## src/rtl/iter_muldiv_unit.sv

```systemverilog
// iter_muldiv_unit
//   Multi-cycle multiply / signed divide / signed remainder for the EX stage.
//   One bit per cycle; every op (including the special cases) takes the same
//   fixed latency: start accepted at edge N, done_o high in the cycle that
//   follows edge N+XLEN.
//
// Ports
//   clk_i     rising-edge clock
//   rst_i     asynchronous reset, active low
//   start_i   request strobe, sampled only in IDLE
//   op_i      00 MUL (low half), 01 DIV, 10 REM, 11 reserved (result 0)
//   data1_i   multiplicand / dividend
//   data2_i   multiplier / divisor
//   flush_i   abort the operation in flight (also cancels a pending done_o)
//   busy_o    operation in progress (RUN)
//   done_o    one-cycle result-valid pulse
//   result_o  result, held until the next completed operation
//
// state | meaning
// IDLE  | waiting for start_i
// RUN   | one shift-add / restoring-divide step per cycle, XLEN cycles
// DONE  | result presented with done_o, committed unless flushed

module iter_muldiv_unit #(
  parameter int XLEN  = 32,
  parameter int CNT_W = 6
) (
  input  logic            clk_i,
  input  logic            rst_i,
  input  logic            start_i,
  input  logic [1:0]      op_i,
  input  logic [XLEN-1:0] data1_i,
  input  logic [XLEN-1:0] data2_i,
  input  logic            flush_i,
  output logic            busy_o,
  output logic            done_o,
  output logic [XLEN-1:0] result_o
);

  localparam logic [1:0] S_IDLE = 2'd0;
  localparam logic [1:0] S_RUN  = 2'd1;
  localparam logic [1:0] S_DONE = 2'd2;

  localparam logic [1:0] OP_MUL = 2'd0;
  localparam logic [1:0] OP_DIV = 2'd1;
  localparam logic [1:0] OP_REM = 2'd2;

  logic [1:0]        state_q, state_d;
  logic [1:0]        op_q, op_d;
  logic [XLEN-1:0]   a_q, a_d;       // raw multiplicand
  logic [XLEN-1:0]   b_q, b_d;       // divisor magnitude
  logic [2*XLEN-1:0] acc_q, acc_d;   // MUL: {partial, multiplier}; DIV: {rem, quot}
  logic [CNT_W-1:0]  cnt_q, cnt_d;
  logic              negq_q, negq_d;
  logic              negr_q, negr_d;
  logic [XLEN-1:0]   result_q, result_d;

  logic [XLEN-1:0]   mag1, mag2;
  logic [XLEN:0]     mul_sum;
  logic [XLEN:0]     div_shift;
  logic [XLEN:0]     div_trial;
  logic [2*XLEN-1:0] mul_step, div_step;
  logic [XLEN-1:0]   quot, rem, final_res;

  // The most-negative value maps onto itself, which is also its correct
  // unsigned magnitude.
  assign mag1 = data1_i[XLEN-1] ? -data1_i : data1_i;
  assign mag2 = data2_i[XLEN-1] ? -data2_i : data2_i;

  // Shift-add: add the multiplicand into the upper half when the current
  // multiplier bit is set, then shift the whole accumulator right.
  assign mul_sum  = {1'b0, acc_q[2*XLEN-1:XLEN]} + (acc_q[0] ? {1'b0, a_q} : '0);
  assign mul_step = {mul_sum, acc_q[XLEN-1:1]};

  // Restoring division: shift the next dividend bit into the remainder and
  // keep the subtraction only when it does not go negative.
  assign div_shift = {acc_q[2*XLEN-1:XLEN], acc_q[XLEN-1]};
  assign div_trial = div_shift - {1'b0, b_q};
  assign div_step  = div_trial[XLEN] ? {div_shift[XLEN-1:0], acc_q[XLEN-2:0], 1'b0}
                                     : {div_trial[XLEN-1:0], acc_q[XLEN-2:0], 1'b1};

  assign quot = acc_q[XLEN-1:0];
  assign rem  = acc_q[2*XLEN-1:XLEN];

  // Overflow (most-negative / -1) falls out of the magnitude arithmetic;
  // only the zero-divisor quotient needs an override. A zero divisor leaves
  // the dividend magnitude in the remainder, so REM already yields data1.
  always_comb begin
    final_res = '0;
    case (op_q)
      OP_MUL:  final_res = acc_q[XLEN-1:0];
      OP_DIV:  final_res = (b_q == '0) ? '1 : (negq_q ? -quot : quot);
      OP_REM:  final_res = negr_q ? -rem : rem;
      default: final_res = '0;
    endcase
  end

  always_comb begin
    state_d  = state_q;
    op_d     = op_q;
    a_d      = a_q;
    b_d      = b_q;
    acc_d    = acc_q;
    cnt_d    = cnt_q;
    negq_d   = negq_q;
    negr_d   = negr_q;
    result_d = result_q;
    case (state_q)
      S_IDLE: begin
        if (start_i && !flush_i) begin
          state_d = S_RUN;
          op_d    = op_i;
          a_d     = data1_i;
          b_d     = mag2;
          cnt_d   = '0;
          negq_d  = data1_i[XLEN-1] ^ data2_i[XLEN-1];
          negr_d  = data1_i[XLEN-1];
          acc_d   = (op_i == OP_MUL) ? {{XLEN{1'b0}}, data2_i} : {{XLEN{1'b0}}, mag1};
        end
      end
      S_RUN: begin
        if (flush_i) begin
          state_d = S_IDLE;
        end else begin
          acc_d = (op_q == OP_MUL) ? mul_step : div_step;
          cnt_d = cnt_q + 1'b1;
          if (cnt_q == CNT_W'(XLEN - 1)) begin
            state_d = S_DONE;
          end
        end
      end
      S_DONE: begin
        state_d = S_IDLE;
        if (!flush_i) begin
          result_d = final_res;
        end
      end
      default: state_d = S_IDLE;
    endcase
  end

  always_ff @(posedge clk_i or negedge rst_i) begin
    if (!rst_i) begin
      state_q  <= S_IDLE;
      op_q     <= '0;
      a_q      <= '0;
      b_q      <= '0;
      acc_q    <= '0;
      cnt_q    <= '0;
      negq_q   <= 1'b0;
      negr_q   <= 1'b0;
      result_q <= '0;
    end else begin
      state_q  <= state_d;
      op_q     <= op_d;
      a_q      <= a_d;
      b_q      <= b_d;
      acc_q    <= acc_d;
      cnt_q    <= cnt_d;
      negq_q   <= negq_d;
      negr_q   <= negr_d;
      result_q <= result_d;
    end
  end

  assign busy_o   = (state_q == S_RUN);
  assign done_o   = (state_q == S_DONE) && !flush_i;
  // The new value is visible in the DONE cycle itself; a flush there keeps
  // the previously committed result on the output.
  assign result_o = done_o ? final_res : result_q;

endmodule

```

## config.mk

```make
export PLATFORM = sky130hd
export DESIGN_NAME = iter_muldiv_unit
export DESIGN_NICKNAME = d
export VERILOG_FILES = /design/src/rtl/iter_muldiv_unit.sv
export SDC_FILE = /design/constraint.sdc
export NUM_CORES = 1
export LEC_CHECK = 0
export ABC_AREA = 1
export CAP_MARGIN = 20
export CORE_ASPECT_RATIO = 0.8
export CORE_MARGIN = 2
export CORE_UTILIZATION = 50
export CTS_BUF_LIST = sky130_fd_sc_hd__clkbuf_4 sky130_fd_sc_hd__clkbuf_8 sky130_fd_sc_hd__clkbuf_16
export CTS_CLUSTER_SIZE = 8
export DETAILED_ROUTE_END_ITERATION = 10
export DONT_BUFFER_PORTS = 1
export GPL_TIMING_DRIVEN = 0
export SYNTH_ARGS = -nofsm -noshare
export SYNTH_HDL_FRONTEND = slang
export SYNTH_SLANG_ARGS = --single-unit
export TNS_END_PERCENT = 10
```

## constraint.sdc

```tcl
create_clock -name clk_i -period 2.8 [get_ports clk_i]
set_clock_uncertainty 0.15 [all_clocks]
set_input_delay 0.14 -clock clk_i [delete_from_list [all_inputs] [get_ports clk_i]]
set_output_delay 0.14 -clock clk_i [all_outputs]
set_load 0.02 [all_outputs]
```

== After elaboration in Yosys (flattened, before gate mapping) ==
Cells that the tools add are included.

* Register bits after elaboration: 172
* Bits in latches: 0
* RAM bits: 0
* Bits in read-only memories: 0
* Input bits: 70
* Output and inout port bits: 34
* Logic and storage cells: 59
* Memories: 0

* $add $sub $neg: 7
* $mul: 0
* Divide/modulo/power cells: 0
* Order comparisons: 0
* Eq/ne operators: 8
* Shift-type cells: 0
* Multiplexer cells: 21
* Bitwise operators: 2
* Reduce and logical (&&, ||, !) cells: 12

{| class="wikitable"
|+ Operators by type and width
! cell !! count
|-
| two-way mux 32 bit || 8
|-
| two-way mux 64 bit || 4
|-
| negation 32 bit || 4
|-
| case mux 64 bit (2 select lines) || 1
|-
| case mux 32 bit (3 select lines) || 1
|-
| adder 32 x 32 -> 33 bit || 1
|-
| subtractor 33 x 32 -> 33 bit || 1
|-
| zero test 32 bit || 1
|-
| two-way mux 6 bit || 2
|-
| case mux 6 bit (2 select lines) || 1
|-
| adder 6 x 1 -> 6 bit, second input constant || 1
|-
| equality test 6 x 5 -> 1 bit, second input constant || 1
|-
| zero test 2 bit || 3
|-
| two-way mux 2 bit || 3
|-
| AND reduction 2 bit || 3
|-
| equality test 2 x 1 -> 1 bit, second input constant || 2
|-
| equality test 2 bit, second input constant || 2
|-
| inequality test 2 bit, second input constant || 2
|-
| case mux 2 bit (2 select lines) || 1
|-
| inequality test 3 x 2 -> 1 bit, second input constant || 1
|-
| AND reduction 3 bit || 1
|-
| logical AND 1 bit || 2
|-
| nonzero test 2 bit || 1
|-
| zero test 1 bit || 1
|-
| 2 further kinds || 2
|}

== Logic depth before layout (Yosys ltp) ==
* Depth after elaboration: 5
* Gate-level depth with buffers: 20
* Mapped depth without buffers: 19

== Worst setup path before layout ==
Ideal clock, no wire load.

* Kind: reg2reg
* From: register acc_q[0]
* To: register acc_q[53]
* Library setup time: 0.117 ns
* Arrival time: 2.191 ns
* Data required time: 2.533 ns
* Slack: 0.342 ns
* Cell stages (with the launch flop): 17
* Path buffers: 1
* Period minus slack after synthesis: 2.458 ns
* Path through: dfrtp_1 > buf_2 > nand2_1 > inv_1 > ha_1 > inv_1 > fa_1 > inv_1 > nand3_1 > nand2_1 > a21oi_1 > o21ai_0 > nand2_1 > nand3_1 > nand3_1 > nand3_1 > nand2_1

* Cells in the longest elaborated chain, start to end: 5

{| class="wikitable"
|+ Ends and longest elaborated chain
! item !! RTL line !! source
|-
| start, declared || 52 || <nowiki>logic [2*XLEN-1:0] acc_q, acc_d;</nowiki>
|-
| start signal, assigned || 148 || <nowiki>acc_q <= '0;</nowiki>
|-
| start signal, assigned || 158 || <nowiki>acc_q <= acc_d;</nowiki>
|-
| two-way mux 32 bit || 72 || <nowiki>assign mul_sum = {1'b0, acc_q[2*XLEN-1:XLEN]} + (acc_q[0] ? {1'b0, a_q} : '0);</nowiki>
|-
| adder 32 x 32 -> 33 bit || 72 ||
|-
| two-way mux 64 bit || 125 || <nowiki>acc_d = (op_q == OP_MUL) ? mul_step : div_step;</nowiki>
|-
| two-way mux 64 bit || 122 || <nowiki>if (flush_i) begin</nowiki>
|-
| case mux 64 bit (2 select lines) || 108 || <nowiki>case (state_q)</nowiki>
|}

Every way passes these cells. The select of a mux whose other input is x is not followed.
A chain may end at the register's enable or synchronous reset.

== Worst setup path in the final report ==
* From: register acc_q[32]
* To: output result_o[19]

* Cells in the longest elaborated chain, start to end: 4

{| class="wikitable"
|+ Ends and longest elaborated chain
! item !! RTL line !! source
|-
| negation 32 bit || 93 || <nowiki>OP_REM: final_res = negr_q ? -rem : rem;</nowiki>
|-
| two-way mux 32 bit || 93 ||
|-
| case mux 32 bit (3 select lines) || 90 || <nowiki>case (op_q)</nowiki>
|-
| two-way mux 32 bit || 170 || <nowiki>assign result_o = done_o ? final_res : result_q;</nowiki>
|-
| end, declared || 37 || <nowiki>output logic [XLEN-1:0] result_o</nowiki>
|}

Every way passes these cells.

==> flow_summary.json <==
{
  "slowest_delay_ns": 0.47,
  "routed_via_density": 5.99,
  "worstSetupEndpointType": "output port",
  "ys.flop_type": "dfrtp_1",
  "grt_pass1_vias": 18500,
  "postCtsHoldBufs": 79,
  "violations": "negative hold slack, negative setup slack",
  "fin_crit_sh_pct": 103,
  "maxSlewViolCount": 0,
  "cts_tree": "done",
  "synthCells": 2781,
  "finalHoldViolCount": 173,
  "maxCapViolations": 0,
  "synthTopCellsByArea": "dfrtp_1 26%, nand2_1 20%, inv_1 9.0%, nand3_1 7.1%, nor2_1 6.1%",
  "place_congestion": 1.09,
  "relSlewSlack_pct": 43.5,
  "post-route-min-period_ns": 2.89,
  "start_util_pct": 51.0,
  "cp.required_ns": 2.51,
  "crit_fanout": 7,
  "synthToLayoutAreaGrowth_pct": 22.9,
  "grt_max_degree": 172,
  "core_um2": 32600,
  "track_usage_pct": 42.1,
  "cts.path.max_buffers": 2,
  "p_per_area_nw_per_um2": 1090,
  "setup_viol": 21,
  "cp-start-kind": "flop",
  "antenna_found_initial": 3,
  "synthTopCellsByCount": "867 x nand2_1, 397 x inv_1, 269 x nor2_1, 236 x nand3_1, 191 x o21ai_0",
  "async_flop_share_pct": 100,
  "worstSetupPathType": "flop to output port",
  "slowest_stage": "dfrtp_2",
  "synth.top_cell.area_share_pct": 25.7,
  "dr_total_vias": 20300,
  "tightest_slew_ns": 0.847,
  "dieHeight_um": 167,
  "drt-initial-drc-count": 2904,
  "rsz0062_at_grt": "true",
  "die_width_um": 208,
  "seq_area_frac_synth_pct": 25.7,
  "dpl_worst_slack_ns": -0.600,
  "syn-num-nets": 2922,
  "fin_util_pct": 62.7,
  "dpl.hpwl_mm": 59.1,
  "io_pins": 104,
  "die-area_um2": 34800,
  "insertion_delay_ns": 0.47,
  "io_buffer_count": 0,
  "ys_seq_elements": 171,
  "fin_nets": 3084,
  "fillers": 3109,
  "drt-wirelength-per-cell_um": 22.4,
  "synthDistinctLibCells": 55,
  "drive_gt1_share_pct": 14.5,
  "dr.pass1.iters": 9,
  "hold_class": "input pin to asynchronous set/reset pin",
  "syn_area_per_cell_um2": 5.98,
  "fmax_mhz": 346,
  "path_cells": "inv_4, buf_4, nand4_1, inv_2, nand2_2, nor2_4, nand2_1, nand2_1, a21oi_1, o21ai_1, nand3b_1, nand2_1, nand2_2",
  "grt_pass1_wl_mm": 111,
  "gr-total-overflow": 0,
  "synth_edf_count": 0,
  "drt_wl_total_mm": 75.7,
  "clockRootBuffer": "clkbuf_16",
  "setup_ws_ns": -0.0942,
  "cts_made_buffers": 17,
  "critPathTopFamily": "simple AND/OR/NAND/NOR gates",
  "worst-path-buf-inv": 3,
  "leakage_nw": 10.3,
  "row_count": 59,
  "synth_most_common_cell": "nand2_1",
  "drc": 0,
  "cpMostUsedCell": "nand2_1",
  "synth_top_area_cell": "dfrtp_1",
  "path_clk_slew_ns": 0.08,
  "ant_nets": 0,
  "power_mw": 22.2,
  "cts.sinks": 171,
  "ys_warn_count": 0,
  "arrival_ns": 2.60,
  "synthesis.area_um2": 16600,
  "cts_max_level": 4,
  "holdWs_ns": -0.791,
  "status": "complete, but fails checks",
  "peakVddDrop_uv": 726
}
## layer usage
layer	track usage (%)	vias up	routed length (um)
met4	15.2	4	2980
met1	62.5	9374	31500
li1	-	9286	-
met2	59.1	1384	30300
met3	9.98	226	10900
met5	0	-	29
## logic make-up (layout without fill, tap and decap cells)
family | after synthesis | in the layout | synth area share (%)
AO/OA/AOI/OAI | 465 | 465 | 15.5
XOR/XNOR | 74 | 74 | 3.90
adder cells (fa/ha/maj) | 71 | 71 | 5.43
buffers and inverters | 496 | 671 | 11.8
flip-flops | 171 | 171 | 25.7
other | 0 | 3 | 0
AND/OR/NAND/NOR | 1504 | 1504 | 37.6
## layout make-up
| type | instances | area (um^2) | share of cell area (%) |
|---|---|---|---|
| Clock inverter | 15 | 194 | 0.948 |
| Multi-Input combinational cell | 2114 | 11500 | 56.3 |
| Antenna cell | 3 | 7.51 | 0.0367 |
| Timing Repair Buffer | 143 | 1410 | 6.90 |
| Sequential cell | 171 | 4320 | 21.1 |
| Clock buffer | 17 | 425 | 2.08 |
| Tap cell | 427 | 534 | 2.61 |
| Inverter | 409 | 1550 | 7.60 |
| Buffer | 87 | 487 | 2.38 |
## through the flow
stage / cells / setup TNS (ns) / instance area, um^2
detailed placement: 3208 / -15.91 / 17200
finish: 3386 / -0.660 / 20400
global route: 3384 / -5.50 / 20400
CTS: 3336 / -0.562 / 19200
global placement: 3208 / -13.76 / 17200
floorplan: 2781 / 0 / 16600
## repair_timing
item                                   CTS  global route
setup endpoints to repair               78            68
gates resized for setup                156           229
endpoints found under the hold margin  286           171
pin swaps                               14            64
buffers inserted                        16            42
cloned                                   1             5
## power by group
group          internal, mW  leakage [nW]  switching (mW)
logic                  5.61          7.88            9.70
registers              3.07          2.16            1.30
clock network          1.29         0.299            1.24
total                  9.97          10.3            12.2
## cells in the final DEF (no fill, tap or decap), types with 33 or more instances in the layout
cell type	netlist	layout
a21oi_1	162	146
buf_4	3	54
clkbuf_1	57	48
dfrtp_1	171	141
dlygate4sd3_1	0	79
ha_1	69	45
inv_1	397	377
nand2_1	867	794
nand2_2	12	70
nand3_1	236	196
nand4_1	39	39
nor2_1	269	243
o21ai_0	191	160
o21ai_1	12	33
xor2_1	49	48
## state kept, by name (all words and copies together) (netlist names)
| signal | flops |
|---|---|
| acc_q | 64 |
| b_q | 32 |
| negq_q | 1 |
| state_q | 2 |
| a_q | 32 |
| result_q | 32 |
| op_q | 2 |
| cnt_q | 6 |
## path summary, 6_finish.rpt
path | start | end | slack (ns) | depth (start not counted)
worst min-delay path | rst_i | acc_q[52] | -0.79 | 0
min in group clk_i | flush_i | result_q[12] | -0.02 | 3
worst max-delay path | acc_q[32] | result_o[19] | -0.09 | 13
worst min register to register | b_q[2] | b_q[2] | 0.34 | 2
max in group asynchronous | rst_i | b_q[9] | 2.93 | 0
worst max register to register | acc_q[31] | acc_q[41] | -0.09 | 19
(Power assumes the default switching activity.)
